===== src/rtl/vga_scan_controller.sv =====
// VGA raster timing generator with a delay-matched blanking/sync output stage.
// Coordinates go out to the drawers; their registered RGB returns PIPE_DELAY cycles later.
module vga_scan_controller #(
    parameter int H_ACTIVE   = 1280,
    parameter int H_FP       = 48,
    parameter int H_SYNC     = 112,
    parameter int H_BP       = 248,
    parameter int V_ACTIVE   = 1024,
    parameter int V_FP       = 1,
    parameter int V_SYNC     = 3,
    parameter int V_BP       = 38,
    parameter int SYNC_POL   = 1,
    parameter int PIPE_DELAY = 1
) (
    input  logic        CLK_VGA,
    input  logic        RESET,
    output logic [11:0] VGA_HORZ_COORD,
    output logic [11:0] VGA_VERT_COORD,
    output logic        FRAME_START,
    input  logic [3:0]  VGA_Red_In,
    input  logic [3:0]  VGA_Green_In,
    input  logic [3:0]  VGA_Blue_In,
    output logic [3:0]  VGA_RED,
    output logic [3:0]  VGA_GREEN,
    output logic [3:0]  VGA_BLUE,
    output logic        VGA_HS,
    output logic        VGA_VS
);

    localparam logic [11:0] LP_H_ACT  = 12'(H_ACTIVE);
    localparam logic [11:0] LP_H_SS   = 12'(H_ACTIVE + H_FP);
    localparam logic [11:0] LP_H_SE   = 12'(H_ACTIVE + H_FP + H_SYNC);
    localparam logic [11:0] LP_H_LAST = 12'(H_ACTIVE + H_FP + H_SYNC + H_BP - 1);
    localparam logic [11:0] LP_V_ACT  = 12'(V_ACTIVE);
    localparam logic [11:0] LP_V_SS   = 12'(V_ACTIVE + V_FP);
    localparam logic [11:0] LP_V_SE   = 12'(V_ACTIVE + V_FP + V_SYNC);
    localparam logic [11:0] LP_V_LAST = 12'(V_ACTIVE + V_FP + V_SYNC + V_BP - 1);
    localparam logic        LP_IDLE   = (SYNC_POL == 0) ? 1'b1 : 1'b0;

    logic [11:0] r_h;
    logic [11:0] r_v;
    logic        w_active;
    logic        w_hs_raw;
    logic        w_vs_raw;
    logic [2:0]  w_tap;
    logic [2:0]  w_last;
    logic [PIPE_DELAY-1:0][2:0] r_dl;
    logic [11:0] r_rgb;
    logic        r_hs;
    logic        r_vs;

    always_ff @(posedge CLK_VGA) begin
        if (RESET) begin
            r_h <= '0;
            r_v <= '0;
        end else if (r_h == LP_H_LAST) begin
            r_h <= '0;
            r_v <= (r_v == LP_V_LAST) ? 12'd0 : r_v + 12'd1;
        end else begin
            r_h <= r_h + 12'd1;
        end
    end

    assign w_active = (r_h < LP_H_ACT) && (r_v < LP_V_ACT);
    assign w_hs_raw = (r_h >= LP_H_SS) && (r_h < LP_H_SE);
    assign w_vs_raw = (r_v >= LP_V_SS) && (r_v < LP_V_SE);
    assign w_tap    = {w_active, w_hs_raw, w_vs_raw};

    // Timing flags ride alongside the drawers' colour pipeline
    generate
        if (PIPE_DELAY == 1) begin : g_dl1
            always_ff @(posedge CLK_VGA) begin
                if (RESET) r_dl <= '0;
                else       r_dl <= w_tap;
            end
        end else begin : g_dln
            always_ff @(posedge CLK_VGA) begin
                if (RESET) r_dl <= '0;
                else       r_dl <= {r_dl[PIPE_DELAY-2:0], w_tap};
            end
        end
    endgenerate

    assign w_last = r_dl[PIPE_DELAY-1];

    always_ff @(posedge CLK_VGA) begin
        if (RESET) begin
            r_rgb <= '0;
            r_hs  <= LP_IDLE;
            r_vs  <= LP_IDLE;
        end else begin
            r_rgb <= w_last[2] ? {VGA_Red_In, VGA_Green_In, VGA_Blue_In} : 12'h000;
            r_hs  <= w_last[1] ^ LP_IDLE;
            r_vs  <= w_last[0] ^ LP_IDLE;
        end
    end

    assign VGA_HORZ_COORD = r_h;
    assign VGA_VERT_COORD = r_v;
    assign FRAME_START    = (r_h == 12'd0) && (r_v == 12'd0);
    assign VGA_RED        = r_rgb[11:8];
    assign VGA_GREEN      = r_rgb[7:4];
    assign VGA_BLUE       = r_rgb[3:0];
    assign VGA_HS         = r_hs;
    assign VGA_VS         = r_vs;

endmodule


===== config.mk =====
export PLATFORM = sky130hd
export DESIGN_NAME = vga_scan_controller
export DESIGN_NICKNAME = d
export VERILOG_FILES = /design/src/rtl/vga_scan_controller.sv
export SDC_FILE = /design/constraint.sdc
export NUM_CORES = 1
export LEC_CHECK = 0
export CAP_MARGIN = 10
export CELL_PAD_IN_SITES_DETAIL_PLACEMENT = 2
export CELL_PAD_IN_SITES_GLOBAL_PLACEMENT = 2
export CORE_ASPECT_RATIO = 0.6
export CORE_MARGIN = 2
export CORE_UTILIZATION = 27
export DETAILED_ROUTE_END_ITERATION = 8
export PLACE_DENSITY_LB_ADDON = 0.25
export REMOVE_ABC_BUFFERS = 1
export SLEW_MARGIN = 0
export SYNTH_ARGS = -nofsm -noshare
export SYNTH_HDL_FRONTEND = slang
export SYNTH_SLANG_ARGS = --single-unit
export TNS_END_PERCENT = 100

===== constraint.sdc =====
create_clock -name CLK_VGA -period 2.4 [get_ports CLK_VGA]
set_input_delay 0.36 -clock CLK_VGA [delete_from_list [all_inputs] [get_ports CLK_VGA]]
set_output_delay 0.36 -clock CLK_VGA [all_outputs]
set_load 0.03 [all_outputs]

==> out/summary.txt <==
setup violators final = 0
H-tree levels = 2
hold path depth = 1
fraction of power consumed by sequential logic = 49.3%
Syn Inst Count = 187
startpoint types = flop
max-cap violations = 0
Syn Area/Cell = 9.15 µm²
Placement Rows = 22
Yosys cell types = 35
# nets final = 267
pin count of the biggest net entering global routing = 14
Seq/Total Area, Yosys = 48.0%
design area = 2500 µm²
Yosys top cell area share = 48.0%
Leakage Power = 0.936 nW
r2r worst-path depth = 4
critical path required time = 2040 ps
clock-pin transition on the worst setup and hold timing paths = 80 ps
DR vias/cell = 4.73
# DRC = 0
pwr/cell area = 567 nW/µm²
GPL Wtd Cong = 0.720
Rel. slew slack = 60.5%
count leader, synth = dfxtp_1
#FFs+latches synth = 41
worst slew pin tran = 591 ps
CTS Buffer Depth = 2
routed wire length = 5.51 mm
DR iter-0 viols = 29
Reg2Reg Setup Slack = 190 ps
NetSw = 0.000326 W
Clock Power Share = 41.9%
status = complete, no violations
Hold Fails Final Rpt = 0
IO Pins = 53
EDFF count, synth = 0
synth cell count leaders = 41 x dfxtp_1, 16 x nor2_1, 12 x and2_1, 11 x nand3_1, 10 x nand2_1
setup_tns = 0 ps
GR Overflow Total = 0
CTS sink cnt = 41
FF/Latch Area = 821 µm²
die footprint = 7010 µm²
area of the multi-input gates = 832 µm²
Peak supply drop = 0.000239 V
first-pass iteration count of the detailed router = 4
TritonCTS clock tree = built
antenna-violating nets left = 0
Post-Synthesis Cell Area = 1710 µm²
initial antenna violation count = 0
vias in the first global route = 1607
clock skew = 1.58 ps
die width = 107 µm
ys flop type = dfxtp_1
critical path class = reg2out
switching share of power = 23.0%
postcts setup bufs = 0
synth warn = 0
Post-CTS Resized = 0
Comb pwr share = 8.8%
period utilization = 92.8%
Int Pwr = 0.00109 W
wire length of the first global-routing pass = 8.94 mm
layout cells sized above 1 = 10.4%
DPL Wire Length = 4.09 mm
setup repair after global routing missed its margin = false
Wirelength per Cell = 16.5 µm
Crit-path slowest cell = or4_4
TritonCTS Buffers = 5
endpoint class of the critical path = output port
fmax = 449 MHz
hold wc startpoint = r_dl[1]
initial core utilization = 28.0%
WHS Endpoint = VGA_HS
hold slack = 448 ps
Tmin final = 2230 ps
post-layout instance count excluding filler cells = 333
Area contributors post-synth = dfxtp_1 48%, and2_1 4.4%, xor2_1 4.1%
overall routing resource usage = 16.9%
DR vias = 1575
area delta synth->final = 45.9%
Root Driver = clkbuf_8
Hold Buf Count CTS = 0
slowest stage delay, CP = 580 ps
antenna diode count = 0
Worst Path Arrival = 1870 ps
Skew-Pair Late Insertion Delay = 300 ps
FF-to-FF End = VGA_VERT_COORD[11]
Max Slew Vio Count = 0
fillcell total = 692
path category of the worst min-delay check = reg2reg
Synth area leader = dfxtp_1
Buffers on Ports = 52
worst-path cell chain = or4_4 -> nor4_1 -> and3_1 -> buf_4
Post-Place Cell Area = 2370 µm²
Die Span Y = 65.7 µm
fraction of registers with async set/reset = 0%
Critical R2R Launch = VGA_HORZ_COORD[5]
Inst Count DP = 325
core box area = 6110 µm²
CP Max Fanout = 6
power groups by stage:
stage               logic [W]  registers, W  clock network (W)
floorplan           0.0000302      0.000740                  0
global placement     0.000123      0.000714                  0
detailed placement   0.000125      0.000715                  0
CTS                  0.000126      0.000699           0.000614
global route         0.000134      0.000701           0.000653
finish               0.000124      0.000699           0.000593
cells by family (layout without fill, tap and decap cells):
group | count (synthesis) | in the layout | synth area share (%)
muxes | 1 | 1 | 0.585
buffers and inverters | 15 | 77 | 3.73
and+or+nand+nor | 91 | 91 | 30.3
DFF | 41 | 41 | 48.0
AOI/OAI and AO/OA | 24 | 24 | 8.63
adders and majority gates | 5 | 5 | 3.65
xor gates and xnor gates | 10 | 10 | 5.12
cell usage in the layout (no fill, tap or decap), types with 6 or more instances in the layout:
cell	instances
xor2_1	8
dfxtp_1	41
a21oi_1	8
o21ai_0	6
clkbuf_8	6
inv_1	7
clkdlybuf4s50_1	51
nand2_1	10
nand3_1	11
and2_1	12
buf_4	11
or3_1	6
nor2_1	16
registers in the layout, summed over array words and instances (netlist names):
register	cells
VGA_HS	1
VGA_VERT_COORD	12
r_rgb	12
r_dl	3
VGA_VS	1
VGA_HORZ_COORD	12
how the worst max path moves through the flow:
stage,from,end,slack (ps)
after floorplan,VGA_HORZ_COORD[8],VGA_VERT_COORD[11],130
after global placement,VGA_HORZ_COORD[5],VGA_VERT_COORD[11],260
after detailed placement,VGA_HORZ_COORD[5],VGA_VERT_COORD[9],220
after CTS,VGA_VERT_COORD[2],FRAME_START,80
after global routing,VGA_VERT_COORD[2],FRAME_START,90
final,VGA_HORZ_COORD[5],FRAME_START,170
area by class of cell:
| cell class | instances | share of cell area (%) |
|---|---|---|
| sequential | 41 | 32.9 |
| clock inverter | 2 | 1.50 |
| clock buffer | 6 | 3.31 |
| tap | 84 | 4.21 |
| timing repair buffer | 62 | 23.7 |
| inverter | 7 | 1.05 |
| multi-input combinational | 131 | 33.3 |
stage by stage:
step                      util, %  power (W)  worst slack, ps
after floorplan                 -   0.000770              129
after global placement       38.8   0.000837              262
after detailed placement     38.8   0.000840              223
after CTS                    40.8    0.00144             83.2
after global routing         40.9    0.00149             93.8
final                        40.9    0.00142              174
routing by layer:
metal  part of all wire (%)  GRT usage, %  wire, µm
met5                      0             0         0
met4                   0.49          2.92        27
met3                    5.0          5.75       278
met2                     39          24.5      2170
met1                     55          24.3      3030
worst max-delay path: cells and delay by family (launching register included):
| kind | cells | cell delay (ps) |
|---|---|---|
| and+or+nand+nor | 3 | 1040 |
| buffers and inverters | 1 | 170 |
| DFF | 1 | 370 |
Power figures use the tool's default switching activity.
